`config.mk`:
```
export PLATFORM = sky130hd
export DESIGN_NAME = hsv2rgb_pipe
export DESIGN_NICKNAME = d
export VERILOG_FILES = /design/src/rtl/hsv2rgb_pkg.sv /design/src/rtl/delay_rg.sv /design/src/rtl/hsv2rgb_sector.sv /design/src/rtl/hsv2rgb_pipe.sv
export SDC_FILE = /design/constraint.sdc
export NUM_CORES = 1
export LEC_CHECK = 0
export ABC_AREA = 1
export CAP_MARGIN = 0
export CORE_ASPECT_RATIO = 1.25
export CORE_UTILIZATION = 55
export CTS_BUF_LIST = sky130_fd_sc_hd__clkbuf_8
export CTS_CLUSTER_SIZE = 16
export DETAILED_ROUTE_END_ITERATION = 8
export PLACE_DENSITY = 0.71
export SYNTH_ARGS = -nofsm -noshare
export SYNTH_HDL_FRONTEND = slang
export SYNTH_SLANG_ARGS = --single-unit
```
`constraint.sdc`:
```
create_clock -name clk -period 13.3 [get_ports clk]
set_input_delay 3.99 -clock clk [delete_from_list [all_inputs] [get_ports clk]]
set_output_delay 3.99 -clock clk [all_outputs]
set_load 0.02 [all_outputs]
```
`src/rtl/hsv2rgb_pkg.sv`:
```
// Shared HSV widths, Q11 scaling and hue constants, plus the per-stage pipeline records.
// The RGB->HSV converter and the S/V adjustment block use the same constants.
package hsv2rgb_pkg;

  localparam int H_W = 9;
  localparam int S_W = 11;
  localparam int V_W = 8;

  localparam logic [11:0] Q11_ONE = 12'd2048;

  localparam logic [H_W-1:0] HUE_60  = 9'd60;
  localparam logic [H_W-1:0] HUE_120 = 9'd120;
  localparam logic [H_W-1:0] HUE_180 = 9'd180;
  localparam logic [H_W-1:0] HUE_240 = 9'd240;
  localparam logic [H_W-1:0] HUE_300 = 9'd300;
  localparam logic [H_W-1:0] HUE_360 = 9'd360;

  // f/60 in Q11 is approximated as (f * 4369) >> 7.
  localparam logic [12:0] RECIP_60    = 13'd4369;
  localparam int          RECIP_SHIFT = 7;

  typedef logic [2:0] sector_t;

  typedef struct packed {
    sector_t        sector;
    logic [5:0]     f;
    logic [S_W-1:0] s;
    logic [V_W-1:0] v;
  } s1_t;

  typedef struct packed {
    sector_t        sector;
    logic [11:0]    fr;
    logic [11:0]    fc;
    logic [S_W-1:0] s;
    logic [V_W-1:0] v;
  } s2_t;

  typedef struct packed {
    sector_t        sector;
    logic [11:0]    kp;
    logic [11:0]    kq;
    logic [11:0]    kt;
    logic [V_W-1:0] v;
  } s3_t;

  typedef struct packed {
    sector_t        sector;
    logic [7:0]     p;
    logic [7:0]     q;
    logic [7:0]     t;
    logic [V_W-1:0] v;
  } s4_t;

endpackage

```
`src/rtl/delay_rg.sv`:
```
// Generic W-bit, D-stage register delay line with asynchronous clear.
module delay_rg #(
  parameter int W = 1,
  parameter int D = 1
) (
  input  logic         clk,
  input  logic         reset_n,
  input  logic [W-1:0] d,
  output logic [W-1:0] q
);

  logic [W-1:0] sr [D];

  // NOTE: this is a handful of flops, not a RAM, so every stage is cleared on reset.
  always_ff @(posedge clk or negedge reset_n) begin
    if (!reset_n) begin
      for (int k = 0; k < D; k++) sr[k] <= '0;
    end else begin
      sr[0] <= d;
      for (int k = 1; k < D; k++) sr[k] <= sr[k-1];
    end
  end

  assign q = sr[D-1];

endmodule

```
`src/rtl/hsv2rgb_sector.sv`:
```
// Combinational hue wrap and sector decode: sector = Hw/60, frac = Hw - 60*sector.
module hsv2rgb_sector
  import hsv2rgb_pkg::*;
(
  input  logic [H_W-1:0] hue,
  output sector_t        sector,
  output logic [5:0]     frac
);

  logic [H_W-1:0] hw;
  logic [H_W-1:0] base;

  // NOTE: every combinational output gets a default first so no path can infer a latch.
  always_comb begin
    hw     = (hue >= HUE_360) ? hue - HUE_360 : hue;
    sector = 3'd0;
    base   = '0;
    if (hw >= HUE_300) begin
      sector = 3'd5;
      base   = HUE_300;
    end else if (hw >= HUE_240) begin
      sector = 3'd4;
      base   = HUE_240;
    end else if (hw >= HUE_180) begin
      sector = 3'd3;
      base   = HUE_180;
    end else if (hw >= HUE_120) begin
      sector = 3'd2;
      base   = HUE_120;
    end else if (hw >= HUE_60) begin
      sector = 3'd1;
      base   = HUE_60;
    end
    frac = 6'(hw - base);
  end

endmodule

```
`src/rtl/hsv2rgb_pipe.sv`:
```
// Five-stage HSV->RGB converter with sideband delayed to match the pixel.
// Build option: define HSV2RGB_ROUND_EN for round-half-up scaling in stage 4.
module hsv2rgb_pipe
  import hsv2rgb_pkg::*;
#(
  parameter int LATENCY = 5
) (
  input  logic           clk,
  input  logic           reset_n,
  input  logic [H_W-1:0] H_in,
  input  logic [S_W-1:0] S_in,
  input  logic [V_W-1:0] V_in,
  input  logic           de_in,
  input  logic           hsync_in,
  input  logic           vsync_in,
  output logic [7:0]     R_out,
  output logic [7:0]     G_out,
  output logic [7:0]     B_out,
  output logic           de_out,
  output logic           hsync_out,
  output logic           vsync_out
);

  if (LATENCY != 5) begin : g_latency_check
    $error("hsv2rgb_pipe: LATENCY must be 5");
  end

  s1_t s1_q, s1_d;
  s2_t s2_q, s2_d;
  s3_t s3_q, s3_d;
  s4_t s4_q, s4_d;
  logic [7:0] r_d, g_d, b_d;

  sector_t    dec_sector;
  logic [5:0] dec_frac;

  hsv2rgb_sector u_sector (
    .hue    (H_in),
    .sector (dec_sector),
    .frac   (dec_frac)
  );

  // V * k >> 11 with saturation; rounding variant biases by half an LSB first.
  function automatic logic [7:0] scale_sat(input logic [19:0] prod);
    logic [19:0] sum;
    logic [8:0]  res;
`ifdef HSV2RGB_ROUND_EN
    sum = prod + 20'd1024;
`else
    sum = prod;
`endif
    res = 9'(sum >> 11);
    return (res > 9'd255) ? 8'hFF : res[7:0];
  endfunction

  logic [18:0] fr_prod;
  logic [22:0] sfr_prod, sfc_prod;
  logic [19:0] vp_prod, vq_prod, vt_prod;

  always_comb begin
    s1_d.sector = dec_sector;
    s1_d.f      = dec_frac;
    s1_d.s      = S_in;
    s1_d.v      = V_in;

    fr_prod     = 19'(s1_q.f) * 19'(RECIP_60);
    s2_d.sector = s1_q.sector;
    s2_d.fr     = 12'(fr_prod >> RECIP_SHIFT);
    s2_d.fc     = Q11_ONE - s2_d.fr;
    s2_d.s      = s1_q.s;
    s2_d.v      = s1_q.v;

    sfr_prod    = 23'(s2_q.s) * 23'(s2_q.fr);
    sfc_prod    = 23'(s2_q.s) * 23'(s2_q.fc);
    s3_d.sector = s2_q.sector;
    s3_d.kp     = Q11_ONE - 12'(s2_q.s);
    s3_d.kq     = Q11_ONE - 12'(sfr_prod >> 11);
    s3_d.kt     = Q11_ONE - 12'(sfc_prod >> 11);
    s3_d.v      = s2_q.v;

    vp_prod     = 20'(s3_q.v) * 20'(s3_q.kp);
    vq_prod     = 20'(s3_q.v) * 20'(s3_q.kq);
    vt_prod     = 20'(s3_q.v) * 20'(s3_q.kt);
    s4_d.sector = s3_q.sector;
    s4_d.p      = scale_sat(vp_prod);
    s4_d.q      = scale_sat(vq_prod);
    s4_d.t      = scale_sat(vt_prod);
    s4_d.v      = s3_q.v;

    r_d = '0;
    g_d = '0;
    b_d = '0;
    case (s4_q.sector)
      3'd0: begin r_d = s4_q.v; g_d = s4_q.t; b_d = s4_q.p; end
      3'd1: begin r_d = s4_q.q; g_d = s4_q.v; b_d = s4_q.p; end
      3'd2: begin r_d = s4_q.p; g_d = s4_q.v; b_d = s4_q.t; end
      3'd3: begin r_d = s4_q.p; g_d = s4_q.q; b_d = s4_q.v; end
      3'd4: begin r_d = s4_q.t; g_d = s4_q.p; b_d = s4_q.v; end
      3'd5: begin r_d = s4_q.v; g_d = s4_q.p; b_d = s4_q.q; end
      default: ;
    endcase
  end

  // NOTE: sequential state uses non-blocking assignments so every stage samples pre-edge values.
  always_ff @(posedge clk or negedge reset_n) begin
    if (!reset_n) begin
      s1_q  <= '0;
      s2_q  <= '0;
      s3_q  <= '0;
      s4_q  <= '0;
      R_out <= '0;
      G_out <= '0;
      B_out <= '0;
    end else begin
      s1_q  <= s1_d;
      s2_q  <= s2_d;
      s3_q  <= s3_d;
      s4_q  <= s4_d;
      R_out <= r_d;
      G_out <= g_d;
      B_out <= b_d;
    end
  end

  delay_rg #(
    .W (3),
    .D (5)
  ) u_sideband (
    .clk     (clk),
    .reset_n (reset_n),
    .d       ({de_in, hsync_in, vsync_in}),
    .q       ({de_out, hsync_out, vsync_out})
  );

endmodule

```
==> flow_summary.yaml <==
detailed_routing:
  number_of_detailed_route_iterations_in_the_first_pass: 8
  via_per_inst: 5.109
  route.detailed.wl_per_inst_um: 14.84
  route.final.wire_length_um: 54900
  dr_total_vias: 18900
  route.antenna.remaining_nets: 0
  drt_first_iter_violations: 867
  detail_route.drc_violations: 14
timing:
  slew_headroom_pct: 26.56
  tightestPinTransition_ns: 1.102
  min_period_ns: 6.739
  total_count_of_hold_check_failures_in_the_final_report: 0
  timing.final.max_slew_violations: 0
  fin_tns_setup_ns: 0
  setup_repair_after_global_routing_missed_its_margin: "false"
  final_min_period_over_clock_period_pct: 50.67
  fin_worst_skew_ns: 0.01764
  finalHoldWorstSlack_ns: 0.3566
  achievable-frequency_mhz: 148.4
  finalSetupViolations: 0
  setup_slack_ns: 6.561
clocking:
  ctsRootBufferMaster: "sky130_fd_sc_hd__clkbuf_8"
  cts_made_buffers: 17
  post_cts_buffers: 0
  buffer_levels_on_the_longest_clock_path: 2
  clock_latency_ns: 0.54
  cts_hold_buffers_added: 0
  tritoncts_clock_tree: "yes"
  cts.sinks: 191
  clk_pin_slew_ns: 0.10
  cts.htree.levels: 4
  post_cts_resize_count: 0
critical_path:
  worst_ep_arrival_time_ns: 7.21
  timing_worst_setup_path_type: "primary input to flop"
  worst-r2r-cell-count: 26
  required_ns: 13.77
  endpoint_kind: "flop"
  timing.rr.start: "s2_q[13]$_DFF_PN0_"
  startpoint_kind_of_the_worst_setup_timing_path: "primary input"
  reg2reg_setup_slack_ns: 7.08
  crit_fanout: 11
  critical_path.reg2reg.endpoint: "s3_q[30]$_DFF_PN0_"
die:
  fp.coreArea_um2: 44440
  chipHeight_um: 240.2
  row_count: 86
  die_area_um2: 46260
  design.portCount: 60
  fp.dieW_um: 192.6
  initial_utilization_pct: 56.19
min_path:
  min_path_cells: 0
  timing.hold.worst.class: "flop to flop"
  worstHoldEndpoint: "s3_q[3]$_DFF_PN0_"
  min_from: "s2_q[3]$_DFF_PN0_"
synthesis:
  number_of_enable_type_register_cells_in_the_synthesized_netlist: 0
  postSynthCellCount: 3137
  synth-main-ff-cell: "sky130_fd_sc_hd__dfrtp_1"
  synth.avg_cell_area_um2: 7.960
  netlist-cell-type-count: 50
  yosysWarningCount: 0
  mappedNetlistNets: 3766
  postSynth.asyncResetShare_pct: 100.0
  yosysSeqAreaShare_pct: 19.14
  syn_area_um2: 24970
  synth_seq_cells: 191
run:
  max_cap_check_violation_count: 0
final_layout:
  final_layout_size_suffix_gt1_share_pct: 2.653
  final_design_area_no_fill_um2: 26350
  area_delta_synth_final_pct: 5.532
  filler_cells: 4030
  insertedDiodeCount: 0
  finalNetCount: 3744
global_route:
  number_of_antenna_violations_at_the_first_check_in_global_routing: 0
  globalRouteMet1Util_pct: 30.97
  grt.met2_usage_pct: 47.03
  grt_pass1_wl_um: 95130
  grt_overflow_total: 0
  grt_use_total_pct: 25.85
  largest_net_degree_at_the_start_of_global_routing: 124
  grt_pass1_vias: 20430
  gr_util_met3_pct: 2.934
  grt_most_used_layer: "met2"
place:
  gpl.final_weighted_congestion: 0.8933
  postPlaceCellArea_um2: 25910
  post-dp-hpwl_um: 44310
  preCtsSetupSlack_ns: 5.996
  port-buffer-count: 59
outcome:
  violations: "design-rule violations"
  status: "finished with violations"
[cell families after synthesis]
logic type / Yosys count / synth area share [%]
buffers and inverters: 964 / 14.65
XOR/XNOR: 74 / 2.671
AO/OA/AOI/OAI: 210 / 5.051
AND/OR/NAND/NOR: 1102 / 17.98
adder cells (fa/ha/maj): 596 / 40.51
flip-flops: 191 / 19.14
[flip-flops by register name, summed over array words and instances, names as in the netlist]
name	count
s3_q	47
s2_q	42
s4_q	35
s1_q	28
u_sideband.sr	12
B_out	8
G_out	8
R_out	8
u_sideband.q	3
[per-stage QoR]
stage / cells / util [%]
6_report: 3700 / 59.30
5_1_grt: 3700 / 59.30
4_1_cts: 3700 / 59.30
3_5_place_dp: 3668 / 58.29
3_3_place_gp: 3668 / 58.29
2_1_floorplan: 3137 / -
[placed cells by master, fill, tap and decap left out, types with 4 or more instances in the layout]
| cell | netlist | routed |
|---|---|---|
| sky130_fd_sc_hd__o221ai_1 | 8 | 8 |
| sky130_fd_sc_hd__nand3_1 | 73 | 73 |
| sky130_fd_sc_hd__nor3_1 | 19 | 19 |
| sky130_fd_sc_hd__o21ai_2 | 5 | 5 |
| sky130_fd_sc_hd__inv_6 | 0 | 4 |
| sky130_fd_sc_hd__dfrtp_1 | 191 | 191 |
| sky130_fd_sc_hd__nand4_1 | 21 | 21 |
| sky130_fd_sc_hd__inv_2 | 5 | 5 |
| sky130_fd_sc_hd__o2111ai_1 | 7 | 7 |
| sky130_fd_sc_hd__a22oi_1 | 15 | 15 |
| sky130_fd_sc_hd__nand3b_1 | 10 | 10 |
| sky130_fd_sc_hd__a21oi_1 | 90 | 90 |
| sky130_fd_sc_hd__nor2_4 | 5 | 5 |
| sky130_fd_sc_hd__nand2_4 | 4 | 4 |
| sky130_fd_sc_hd__o21ai_0 | 43 | 43 |
| sky130_fd_sc_hd__xor2_1 | 48 | 48 |
| sky130_fd_sc_hd__o21bai_1 | 13 | 13 |
| sky130_fd_sc_hd__a31oi_1 | 4 | 4 |
| sky130_fd_sc_hd__fa_1 | 354 | 354 |
| sky130_fd_sc_hd__clkdlybuf4s50_1 | 0 | 58 |
| sky130_fd_sc_hd__a21o_1 | 5 | 5 |
| sky130_fd_sc_hd__nand2_1 | 849 | 849 |
| sky130_fd_sc_hd__clkbuf_8 | 0 | 19 |
| sky130_fd_sc_hd__xnor2_1 | 25 | 25 |
| sky130_fd_sc_hd__o21ai_1 | 4 | 4 |
| sky130_fd_sc_hd__nand2_2 | 10 | 10 |
| sky130_fd_sc_hd__ha_1 | 242 | 242 |
| sky130_fd_sc_hd__buf_4 | 1 | 11 |
| sky130_fd_sc_hd__nor2_1 | 95 | 95 |
| sky130_fd_sc_hd__o21a_1 | 6 | 6 |
| sky130_fd_sc_hd__inv_1 | 847 | 847 |
| sky130_fd_sc_hd__nor4_1 | 7 | 7 |
[routing by layer]
layer / part of all wire, % / vias to the layer above / wire, µm
li1: - / 9137 / -
met1: 41 / 9204 / 22490
met2: 52 / 454 / 28800
met3: 3.7 / 107 / 2012
met4: 2.9 / 0 / 1603
met5: 0 / - / 0
[cell type report]
class                   count  area (µm²)  share of cell area, %
repair buffers             70       676.9                  2.569
flip-flops and latches    191        4780                  18.14
well taps                 572       715.7                  2.716
inverters                 853        3202                  12.15
clock buffers              18       247.7                 0.9401
clock inverters            14       197.7                 0.7502
multi-input cells        1982       16530                  62.74
[worst max-delay path by stage]
stage	start	to	slack [ns]
after floorplan	H_in[3]	s1_q[23]$_DFF_PN0_	6.95
after global placement	H_in[3]	s1_q[24]$_DFF_PN0_	6.07
after detailed placement	H_in[3]	s1_q[24]$_DFF_PN0_	6.00
after CTS	H_in[3]	s1_q[24]$_DFF_PN0_	6.58
after global routing	H_in[3]	s1_q[24]$_DFF_PN0_	6.31
final	H_in[3]	s1_q[24]$_DFF_PN0_	6.56
[synth_stat cells, types with 2 or more instances]
cell type,n,share of area (%)
sky130_fd_sc_hd__a21boi_0,3,0.090
sky130_fd_sc_hd__a21o_1,5,0.15
sky130_fd_sc_hd__a21oi_1,90,1.8
sky130_fd_sc_hd__a22oi_1,15,0.45
sky130_fd_sc_hd__a31oi_1,4,0.10
sky130_fd_sc_hd__buf_1,12,0.18
sky130_fd_sc_hd__buf_2,4,0.080
sky130_fd_sc_hd__clkbuf_1,81,1.2
sky130_fd_sc_hd__clkbuf_2,12,0.24
sky130_fd_sc_hd__dfrtp_1,191,19
sky130_fd_sc_hd__fa_1,354,28
sky130_fd_sc_hd__ha_1,242,12
sky130_fd_sc_hd__inv_1,847,13
sky130_fd_sc_hd__inv_2,5,0.075
sky130_fd_sc_hd__nand2_1,849,13
sky130_fd_sc_hd__nand2_2,10,0.25
sky130_fd_sc_hd__nand2_4,4,0.18
sky130_fd_sc_hd__nand3_1,73,1.5
sky130_fd_sc_hd__nand3_2,2,0.080
sky130_fd_sc_hd__nand3b_1,10,0.30
sky130_fd_sc_hd__nand4_1,21,0.53
sky130_fd_sc_hd__nor2_1,95,1.4
sky130_fd_sc_hd__nor2_2,2,0.050
sky130_fd_sc_hd__nor2_4,5,0.23
sky130_fd_sc_hd__nor3_1,19,0.38
sky130_fd_sc_hd__nor4_1,7,0.18
sky130_fd_sc_hd__o2111ai_1,7,0.25
sky130_fd_sc_hd__o211ai_1,2,0.060
sky130_fd_sc_hd__o21a_1,6,0.18
sky130_fd_sc_hd__o21ai_0,43,0.86
sky130_fd_sc_hd__o21ai_1,4,0.080
sky130_fd_sc_hd__o21ai_2,5,0.18
sky130_fd_sc_hd__o21bai_1,13,0.39
sky130_fd_sc_hd__o221ai_1,8,0.28
sky130_fd_sc_hd__xnor2_1,25,0.88
sky130_fd_sc_hd__xor2_1,48,1.7
[worst max-delay path, cell delays in order]
cell and delay, ns:
sky130_fd_sc_hd__clkdlybuf4s50_1 0.64, sky130_fd_sc_hd__inv_1 0.13, sky130_fd_sc_hd__ha_1 0.25, sky130_fd_sc_hd__or2_4 0.27, sky130_fd_sc_hd__nand2_2 0.06, sky130_fd_sc_hd__nand2_2 0.06, sky130_fd_sc_hd__nand2_4 0.17, sky130_fd_sc_hd__nand2_1 0.10
sky130_fd_sc_hd__o21ai_2 0.11, sky130_fd_sc_hd__inv_2 0.10, sky130_fd_sc_hd__nand2_4 0.08, sky130_fd_sc_hd__nand3_1 0.08, sky130_fd_sc_hd__nand2_1 0.12, sky130_fd_sc_hd__o21ai_0 0.10, sky130_fd_sc_hd__ha_1 0.34, sky130_fd_sc_hd__a21oi_1 0.14
sky130_fd_sc_hd__o21ai_0 0.11, sky130_fd_sc_hd__xnor2_1 0.19, sky130_fd_sc_hd__xor2_1 0.17
Power is not shown: default switching activity piles up to over one toggle a cycle in this logic, so the estimate is an artifact.
